===== src/rtl/cpu_types_pkg.sv =====
// Shared CPU pipeline types: register index, stage latency and the scoreboard
// issue-history record.
package cpu_types_pkg;

  localparam int unsigned REG_W       = 5;
  localparam int unsigned LAT_W       = 8;
  localparam int unsigned DEF_NREG    = 32;
  localparam int unsigned DEF_ALU_LAT = 0;
  localparam int unsigned DEF_LD_LAT  = 1;

  typedef logic [REG_W-1:0] regbits_t;
  typedef logic [LAT_W-1:0] lat_t;

  typedef struct packed {
    logic     valid;
    regbits_t wreg;
    lat_t     lat;
  } hist_entry_t;

  // Remaining latency of a writer issued two cycles ago, clamped at zero.
  function automatic lat_t sat_sub2(lat_t x);
    return (x > lat_t'(2)) ? lat_t'(x - lat_t'(2)) : '0;
  endfunction

endpackage


===== src/rtl/hazard_sb_entry.sv =====
// One scoreboard entry: pending-result down-counter for a single register.
module hazard_sb_entry #(
  parameter int unsigned CW = 1
) (
  input  logic          CLK,
  input  logic          RST,
  input  logic          active,
  input  logic          load_en,
  input  logic [CW-1:0] load_val,
  input  logic          force_en,
  input  logic [CW-1:0] force_val,
  output logic          busy
);

  logic [CW-1:0] cnt;

  // A fresh writer beats a redirect restore, which beats the normal countdown.
  always_ff @(posedge CLK) begin
    if (RST) begin
      cnt <= '0;
    end else if (active) begin
      if (load_en) begin
        cnt <= load_val;
      end else if (force_en) begin
        cnt <= force_val;
      end else if (cnt != '0) begin
        cnt <= cnt - CW'(1);
      end
    end
  end

  assign busy = (cnt != '0);

endmodule


===== src/rtl/hazard_scoreboard.sv =====
// Register scoreboard and pipeline hazard controller: tracks in-flight writers,
// stalls dependent instructions and rolls back on a control-flow redirect.
module hazard_scoreboard
  import cpu_types_pkg::*;
#(
  parameter int unsigned NREG    = DEF_NREG,
  parameter int unsigned ALU_LAT = DEF_ALU_LAT,
  parameter int unsigned LD_LAT  = DEF_LD_LAT
) (
  input  logic            CLK,
  input  logic            RST,
  input  logic            id_valid,
  input  logic [4:0]      id_rs,
  input  logic [4:0]      id_rt,
  input  logic            id_use_rs,
  input  logic            id_use_rt,
  input  logic            id_wr,
  input  logic [4:0]      id_wreg,
  input  logic            id_load,
  input  logic            redirect,
  input  logic            mem_wait,
  output logic            pc_en,
  output logic            id_en,
  output logic            ex_en,
  output logic            mem_en,
  output logic            flush_id,
  output logic            flush_ex,
  output logic            flush_mem,
  output logic [NREG-1:0] busy,
  output logic [15:0]     stall_cycles
);

  localparam int unsigned MAX_LAT = (ALU_LAT > LD_LAT) ? ALU_LAT : LD_LAT;
  localparam int unsigned CW      = (MAX_LAT == 0) ? 1 : $clog2(MAX_LAT + 1);
  localparam int unsigned NPAD    = 1 << REG_W;

  logic            active;
  logic            hazard;
  logic            issue;
  lat_t            id_lat;
  logic [NREG-1:0] busy_raw;
  logic [NPAD-1:0] busy_pad;
  logic [CW-1:0]   restore_val;
  hist_entry_t     h0;
  hist_entry_t     h1;

  assign active   = !mem_wait;
  assign busy     = RST ? '0 : busy_raw;
  assign busy_pad = NPAD'(busy);
  assign hazard   = id_valid & ((id_use_rs & busy_pad[id_rs]) | (id_use_rt & busy_pad[id_rt]));
  assign issue    = active & id_valid & !hazard & !redirect;
  assign id_lat   = id_load ? LAT_W'(LD_LAT) : LAT_W'(ALU_LAT);

  // Squashing the EX writer hands the register back to the writer behind it.
  assign restore_val = (h1.valid && (h1.wreg == h0.wreg)) ? CW'(sat_sub2(h1.lat)) : '0;

  assign busy_raw[0] = 1'b0;

  for (genvar r = 1; r < NREG; r++) begin : g_entry
    hazard_sb_entry #(.CW(CW)) u_entry (
      .CLK       (CLK),
      .RST       (RST),
      .active    (active),
      .load_en   (issue & id_wr & (id_wreg == REG_W'(r)) & (id_lat != '0)),
      .load_val  (CW'(id_lat)),
      .force_en  (redirect & h0.valid & (h0.wreg == REG_W'(r))),
      .force_val (restore_val),
      .busy      (busy_raw[r])
    );
  end

  // Issue history and stall statistics advance only on active cycles.
  always_ff @(posedge CLK) begin
    if (RST) begin
      h0           <= '0;
      h1           <= '0;
      stall_cycles <= '0;
    end else if (active) begin
      h1 <= h0;
      h0 <= '{valid: issue & id_wr & (id_wreg != '0), wreg: id_wreg, lat: id_lat};
      if (!redirect && hazard && (stall_cycles != 16'hFFFF)) begin
        stall_cycles <= stall_cycles + 16'd1;
      end
    end
  end

  always_comb begin
    pc_en     = 1'b1;
    id_en     = 1'b1;
    ex_en     = 1'b1;
    mem_en    = 1'b1;
    flush_id  = 1'b0;
    flush_ex  = 1'b0;
    flush_mem = 1'b0;
    if (!RST) begin
      if (mem_wait) begin
        pc_en  = 1'b0;
        id_en  = 1'b0;
        ex_en  = 1'b0;
        mem_en = 1'b0;
      end else if (redirect) begin
        flush_id  = 1'b1;
        flush_ex  = 1'b1;
        flush_mem = 1'b1;
      end else if (hazard) begin
        pc_en    = 1'b0;
        id_en    = 1'b0;
        flush_ex = 1'b1;
      end
    end
  end

endmodule


===== config.mk =====
export PLATFORM = sky130hd
export DESIGN_NAME = hazard_scoreboard
export DESIGN_NICKNAME = d
export VERILOG_FILES = /design/src/rtl/cpu_types_pkg.sv /design/src/rtl/hazard_sb_entry.sv /design/src/rtl/hazard_scoreboard.sv
export SDC_FILE = /design/constraint.sdc
export NUM_CORES = 1
export LEC_CHECK = 0
export ABC_AREA = 0
export CORE_UTILIZATION = 45
export CTS_CLUSTER_SIZE = 10
export DETAILED_ROUTE_END_ITERATION = 8
export HOLD_SLACK_MARGIN = 0.03
export PLACE_DENSITY = 0.85
export SLEW_MARGIN = 20
export SYNTH_ARGS = -nofsm -noshare
export SYNTH_HDL_FRONTEND = slang
export SYNTH_SLANG_ARGS = --single-unit

===== constraint.sdc =====
create_clock -name CLK -period 7.4 [get_ports CLK]
set_input_delay 1.48 -clock CLK [delete_from_list [all_inputs] [get_ports CLK]]
set_output_delay 1.48 -clock CLK [all_outputs]
set_load 0.05 [all_outputs]

Word-level counts from Yosys, hierarchy flattened
Index checks and enable logic that the tools add are counted.
- bits in registers: 75
- input port bits: 24
- output and inout bits: 55
- add/sub/neg operators: 33
- $lt $le $gt $ge: 3
- equal/unequal tests: 64
- multiplexer cells: 114
- bitwise operators: 104
- reductions and logical operators: 9
- operators with widths (operator ; count):
    equality test 5 bit (second input constant) ; 32
    two-way mux 1 bit ; 111
    bitwise AND 1 bit ; 102
    equality test 5 x 4 -> 1 bit (second input constant) ; 16
    equality test 5 x 3 -> 1 bit (second input constant) ; 8
    two-way mux 32 bit ; 1
    subtractor 1 bit (second input constant) ; 32
    equality test 5 x 2 -> 1 bit (second input constant) ; 4
    adder 16 x 1 -> 16 bit (second input constant) ; 1
    inequality test 16 bit (second input constant) ; 1
    < comparator 5 x 6 -> 1 bit (second input constant) ; 2
    binary-select mux 1 bit (select 5 bit) ; 2
    equality test 5 x 1 -> 1 bit (second input constant) ; 2
    > comparator 8 x 2 -> 1 bit (second input constant) ; 1
    nonzero test 8 bit ; 1
    equality test 5 bit ; 1
    nonzero test 5 bit ; 1
    logical AND 1 bit ; 3
    zero test 1 bit ; 3
    AND reduction 2 bit ; 1
    NOT 1 bit ; 1
    OR 1 bit ; 1

Longest topological paths before layout
Gate-level depths: netlist of run 1.
- depth in word-level cells: 13
- gate-level depth with buffers: 10
- gate-level depth less buffers: 7

Hierarchy
From an unflattened synthesis of run 1, not the netlist that was laid out.
- cell total of the unflattened synthesis: 502
- area total of the unflattened synthesis: 4429.2 um^2
- by module, submodules not included (module ; instances ; cells an instance ; area each (um^2) ; seq. area each (um^2)):
    hazard_scoreboard ; 1 ; 347 ; 2489.9 ; 440.4
    hazard_sb_entry ; 31 ; 5 ; 62.6 ; 20.0

Worst setup path before layout of run 1
OpenSTA, ideal clock, no wires.
- path type: input to output
- from: in id_rs[0]
- to: out pc_en
- arrival: 4217 ps
- data required time: 5920 ps
- path slack: 1703 ps
- stages on the path: 9
- cells stage by stage: buf_2 -> mux4_2 -> o2111ai_1 -> o221ai_1 -> nor4_4 -> buf_6 -> nor2b_1 -> a21oi_1 -> buf_4
- longest elaborated chain between the ends: 9
- RTL lines (what ; RTL line ; RTL):
    start: declaration ; hazard_scoreboard.sv:13 ; input logic [4:0] id_rs,
    binary-select mux 1 bit (select 5 bit) ; hazard_scoreboard.sv:50 ; assign hazard = id_valid & ((id_use_rs & busy_pad[id_rs]) | (id_use_rt & busy_pad[id_rt]));
    two-way mux 1 bit (not written as such) ; hazard_scoreboard.sv:50 ;
    bitwise AND 1 bit ; hazard_scoreboard.sv:50 ;
    OR 1 bit ; hazard_scoreboard.sv:50 ;
    bitwise AND 1 bit ; hazard_scoreboard.sv:50 ;
    two-way mux 1 bit (4 in series) ; - ;
    end: declaration ; hazard_scoreboard.sv:22 ; output logic pc_en,
Every way passes these cells. The select of a mux whose other input is x is not followed.

Final worst setup path of run 1
- from: in id_rs[2]
- to: out pc_en
- longest elaborated chain between the ends: 9
- RTL lines (what ; RTL line ; RTL):
    binary-select mux 1 bit (select 5 bit) ; hazard_scoreboard.sv:50 ;
    two-way mux 1 bit (not written as such) ; hazard_scoreboard.sv:50 ;
    bitwise AND 1 bit ; hazard_scoreboard.sv:50 ;
    OR 1 bit ; hazard_scoreboard.sv:50 ;
    bitwise AND 1 bit ; hazard_scoreboard.sv:50 ;
    two-way mux 1 bit ; hazard_scoreboard.sv:105 ; end else if (hazard) begin
    two-way mux 1 bit ; hazard_scoreboard.sv:101 ; end else if (redirect) begin
    two-way mux 1 bit ; hazard_scoreboard.sv:96 ; if (mem_wait) begin
    two-way mux 1 bit ; hazard_scoreboard.sv:95 ; if (!RST) begin
Every way passes these cells. The select of a mux whose other input is x is not followed.

==> results of run 1 <==
[stage by stage]
stage / utilization / hold slack [ns] / cells / instance area, µm²
after floorplan: - / 0.440 / 332 / 2860
after global placement: 0.597 / 0.469 / 461 / 3600
after detailed placement: 0.597 / 0.471 / 461 / 3600
after CTS: 0.611 / 0.482 / 469 / 3680
after global routing: 0.611 / 0.512 / 469 / 3680
final: 0.611 / 0.482 / 469 / 3680
[layout make-up]
cell class                      instances  area share
Clock buffer                            6      0.0197
Multi-Input combinational cell        248       0.471
Timing Repair Buffer                   80       0.214
Tap cell                               75      0.0255
Sequential cell                        47       0.256
Clock inverter                          2     0.00340
Inverter                               11      0.0112
[logic make-up after synthesis]
group           count (synthesis)  synth area share
fa+ha+maj                       1           0.00437
mux                            27             0.135
flops                          47             0.329
simple gates                  150             0.300
compound gates                 69             0.163
other cells                     1           0.00131
buf+inv                        37            0.0669
[tightest hold or removal path, stage by stage, from the launching register on]
cell	delay, ns
dfxtp_1	0.34
nand2_1	0.05
o21ai_1	0.05
[flip-flops by register name (all words and copies together) (netlist names)]
name and flops:
stall_cycles 16, g_entry.u_entry.busy 31
[power by group]
part,switching [mW],internal (mW),total (mW)
clock network,0.0870,0.0661,0.153
logic,0.0412,0.0254,0.0667
registers,0.000283,0.253,0.253
[layer usage]
| layer | GRT usage | routed length (µm) | vias to the layer above |
|---|---|---|---|
| li1 | - | - | 1319 |
| met1 | 0.344 | 3380 | 1289 |
| met2 | 0.351 | 3550 | 100 |
| met3 | 0.0389 | 471 | 6 |
| met4 | 0.0684 | 85 | 0 |
| met5 | 0 | 0 | - |
[how the worst min path moves through the flow]
stage | slack (ns) | endpoint | startpoint | cells past startpoint
floorplan | 0.44 | g_entry[13].u_entry.busy$_SDFFE_PP0N_ | g_entry[13].u_entry.busy$_SDFFE_PP0N_ | 2
global placement | 0.47 | g_entry[29].u_entry.busy$_SDFFE_PP0N_ | g_entry[29].u_entry.busy$_SDFFE_PP0N_ | 2
detailed placement | 0.47 | g_entry[29].u_entry.busy$_SDFFE_PP0N_ | g_entry[29].u_entry.busy$_SDFFE_PP0N_ | 2
CTS | 0.48 | g_entry[29].u_entry.busy$_SDFFE_PP0N_ | g_entry[29].u_entry.busy$_SDFFE_PP0N_ | 2
global route | 0.51 | g_entry[10].u_entry.busy$_SDFFE_PP0N_ | g_entry[10].u_entry.busy$_SDFFE_PP0N_ | 2
finish | 0.48 | g_entry[29].u_entry.busy$_SDFFE_PP0N_ | g_entry[29].u_entry.busy$_SDFFE_PP0N_ | 2
[layout by cell type, fill, tap and decap left out, types with 5 or more instances in the layout]
cell and n:
clkdlybuf4s50_1 76, dfxtp_1 47, nor2b_1 39, nand2_1 36, o21ai_0 17, nor2_1 16, mux2i_1 14, inv_1 11
mux4_2 9, a22o_1 9, or2_2 9, o31ai_1 8, nand3_1 8, a21oi_1 8, o21ai_1 8, or4_1 7
and3_1 6, clkbuf_8 5
==> impl_metrics.toml, run 1 <==
[critical_path]
critPathTopFamily = "buffers and inverters"
cp-start-kind = "primary input"
cp_num_buf_inv = 2
r2r.worst_path.cells = 7
cpMostUsedCell = "clkdlybuf4s50_1"
crit_path_end_kind = "output port"
r2r-start = "g_entry[6].u_entry.busy$_SDFFE_PP0N_"
worst-path-stages = 8
rrSetupSlack_ns = 4.67
reg2reg_to = "g_entry[22].u_entry.busy$_SDFFE_PP0N_"
path_class = "in2out"
slowest_stage = "clkdlybuf4s50_1"
cp-startpoint = "id_rs[2]"
crit_end = "pc_en"
crit_fanout = 11
critPathArrivalTime_ns = 4.60
path_cells = "clkdlybuf4s50_1 -> mux4_2 -> mux2i_1 -> nor4_2 -> nor4_4 -> nor2b_1 -> a21oi_1 -> clkdlybuf4s50_1"
required_ns = 5.92
critPathMaxStageDelay_ns = 0.83

[synth]
synth_top_flop_cell = "dfxtp_1"
synth_edf_count = 0
synth_top_area_frac = 0.329
yosys_register_bits = 47
postSynthAreaPerCell_um2 = 8.62
syn_area_um2 = 2860
yosys.area.top_type = "dfxtp_1"
yosysUniqueCellTypes = 50
yosysMostFrequentCell = "dfxtp_1"
synth_area_leaders = "dfxtp_1, nor2b_1, mux4_2"
yosys-top-cells-count = "dfxtp_1, nor2b_1, nand2_1, o21ai_0, nor2_1"
async_reset_ff_frac = 0
synth_warnings = 0
yosysSeqAreaShare = 0.329
netlist_instances = 332
synth_fp_nets = 357

[route]
postRouteWirelength_um = 7490
viasPerCell = 5.79
drc = 0
post_drt_wl_per_cell_um = 16.0
antenna_left = 0
drt-initial-drc-count = 226
vias = 2714
drt-pass1-iter-count = 4

[place]
portBuffers = 77
hpwl_um = 5630
finalWeightedCongestion = 0.914
pre_cts_slack_ns = 1.30

[die]
dieHeight_um = 81.8
start_util = 0.475
fp.coreArea_um2 = 6030
die_area_um2 = 6680
io_pins = 79
placementRows = 28
die_x_um = 81.8

[status]
status = "finished, final reports clean"

[grt]
antenna_found_initial = 0
overflow = 0
grtUsageTotal = 0.235
grt_max_degree = 33
grt_pass1_wl_um = 11800
grt_pass1_vias = 2381

[timing]
maxSlewViolCount = 0
setup-violations-final = 0
max_freq_mhz = 164
rsz0062_at_grt = "false"
fin_ws_ns = 1.32
min_period_ns = 6.08
clock_skew_ns = 0.00905
setup_tns_ns = 0
hold_violations = 0
slew_headroom = 0.462
finalCritPeriodShare = 0.822
tightest_slew_ns = 0.807

[run]
drv_cap = 0

[finish]
regArea_um2 = 941
fin_nets = 418
drive_above_1_share = 0.0990
syn_to_final_growth_pct = 28.6
multi_input_area_um2 = 1730
antenna_cells = 0
fillers = 522

[clock_tree]
holdBufCountCts = 0
path_clk_slew_ns = 0.09
cts_tree = "built"
cts.sinks = 47
clk_latency_ns = 0.31
h-tree-depth = 2
cts_buffer_depth = 2
cts_resized = 0
numCtsBuffers = 5
cts_root_buffer = "clkbuf_8"
post-cts-setup-buffers = 0

[power_and_ir_drop]
power.total_mw = 0.473
ir_drop_uv = 74.1
power_leakage_nw = 1.27
power_density_nw_per_um2 = 128

[hold_path]
hold_class = "reg2reg"
No activity file was read; power rests on OpenSTA's default activity.
==> run 2, diff against run 1 <==
- CORE_UTILIZATION: 45 -> 44
- PLACE_DENSITY: 0.85 -> 0.86
- clock period: 7.4 -> 5.2 ns (I/O delays scaled with it)
==> impl_metrics.toml, run 2 (synthesized netlist as in run 1, its figures left out) <==
[status]
status = "finished, violations left"
violations = "design-rule violations"

[grt]
grt_max_degree = 47
grtUsageTotal = 0.244
grt_pass1_vias = 2544
grt_pass1_wl_um = 12700
overflow = 0
antenna_found_initial = 0

[clock_tree]
h-tree-depth = 2
holdBufCountCts = 0
numCtsBuffers = 5
cts_tree = "built"
cts_root_buffer = "clkbuf_8"
cts_resized = 0
post-cts-setup-buffers = 0
cts.sinks = 47
path_clk_slew_ns = 0.08
cts_buffer_depth = 2
clk_latency_ns = 0.30

[route]
antenna_left = 0
post_drt_wl_per_cell_um = 16.8
postRouteWirelength_um = 7930
drt-initial-drc-count = 269
vias = 2782
drt-pass1-iter-count = 7
drc = 2
viasPerCell = 5.89

[finish]
multi_input_area_um2 = 1730
regArea_um2 = 941
fin_cells = 472
drive_above_1_share = 0.109
final_cell_mix = "clkdlybuf4s50_1, dfxtp_1, nor2b_1, nand2_1, o21ai_0"
antenna_cells = 0
final_common_cell = "clkdlybuf4s50_1"
fillers = 563
final_core_util = 0.590
fin_nets = 419
syn_to_final_growth_pct = 30.1
largest_register_ffs = 31

[timing]
max_freq_mhz = 205
maxSlewViolCount = 0
hold_violations = 0
setup-violations-final = 0
clock_skew_ns = 0.00727
slew_headroom = 0.450
setup_tns_ns = 0
tightest_slew_ns = 0.825
rsz0062_at_grt = "false"
min_period_ns = 4.87
finalCritPeriodShare = 0.936

[critical_path]
rrSetupSlack_ns = 2.42
path_cells = "clkdlybuf4s50_1 -> mux2_2 -> a221oi_1 -> o221ai_1 -> nor4_4 -> nor2b_1 -> a21oi_1 -> buf_12"
slowest_stage = "clkdlybuf4s50_1"
r2r.worst_path.cells = 7
critPathTopFamily = "buffers and inverters"
crit_path_end_kind = "output port"
cp-start-kind = "primary input"
cp_num_buf_inv = 2
critPathArrivalTime_ns = 3.83
crit_fanout = 11
required_ns = 4.16
r2r-start = "g_entry[7].u_entry.busy$_SDFFE_PP0N_"
critPathMaxStageDelay_ns = 0.83
reg2reg_to = "g_entry[6].u_entry.busy$_SDFFE_PP0N_"
path_class = "in2out"

[hold_path]
whs_path_depth = 2
worst_hold_path.endpoint = "g_entry[31].u_entry.busy$_SDFFE_PP0N_"
hp-start = "g_entry[31].u_entry.busy$_SDFFE_PP0N_"
hold_class = "reg2reg"

[place]
hpwl_um = 5800
portBuffers = 77
finalWeightedCongestion = 0.914
place_inst = 464

[power_and_ir_drop]
power_density_nw_per_um2 = 188
power_leakage_nw = 1.29
ir_drop_uv = 137

[die]
io_pins = 79
fp.coreArea_um2 = 6310
die_area_um2 = 6830
placementRows = 29
start_util = 0.453
die_x_um = 82.7
dieHeight_um = 82.7

[run]
drv_cap = 0
==> run 2: where the power goes <==
part / leakage, nW / switching, mW / internal (mW)
sequential: 0.378 / 0.000412 / 0.360
clock: 0.0515 / 0.121 / 0.122
combinational: 0.865 / 0.0604 / 0.0387
==> run 2: area by class of cell <==
type                            instances  share of cell area
Multi-Input combinational cell        248               0.465
Inverter                               11              0.0111
Timing Repair Buffer                   81               0.218
Tap cell                               77              0.0259
Sequential cell                        47               0.253
Clock buffer                            8              0.0269
==> run 2: how the worst max path moves through the flow <==
stage                     startpoint  endpoint  depth (start not counted)
final                       id_rs[2]     pc_en                          8
after global routing        id_rs[2]     pc_en                          8
after CTS                   id_rs[2]     pc_en                          8
after detailed placement    id_rs[2]     pc_en                          8
after global placement      id_rs[2]     pc_en                          8
after floorplan             id_rs[0]     pc_en                          9
==> run 2: stage by stage <==
| stage | power [mW] | hold slack (ns) | instance area (µm²) | worst slack (ns) |
|---|---|---|---|---|
| after floorplan | 0.432 | 0.440 | 2860 | 0.383 |
| after global placement | 0.465 | 0.467 | 3620 | 0.429 |
| after detailed placement | 0.467 | 0.469 | 3620 | 0.364 |
| after CTS | 0.705 | 0.481 | 3720 | 0.341 |
| after global routing | 0.728 | 0.507 | 3720 | 0.168 |
| final | 0.702 | 0.489 | 3720 | 0.332 |
==> run 2: routing by layer <==
| metal | routed length (µm) | GRT usage |
|---|---|---|
| met1 | 3420 | 0.336 |
| met2 | 3770 | 0.388 |
| met3 | 590 | 0.0495 |
| met4 | 143 | 0.0621 |
| met5 | 0 | 0 |
==> run 2: worst reg2reg max path, cell delays in order, from the launching register on <==
cell     delay [ns]
dfxtp_1        0.36
mux4_2         0.49
and3_1         0.19
o311a_1        0.37
nor4_4         0.21
buf_4          0.38
and4b_1        0.53
a22o_1         0.20
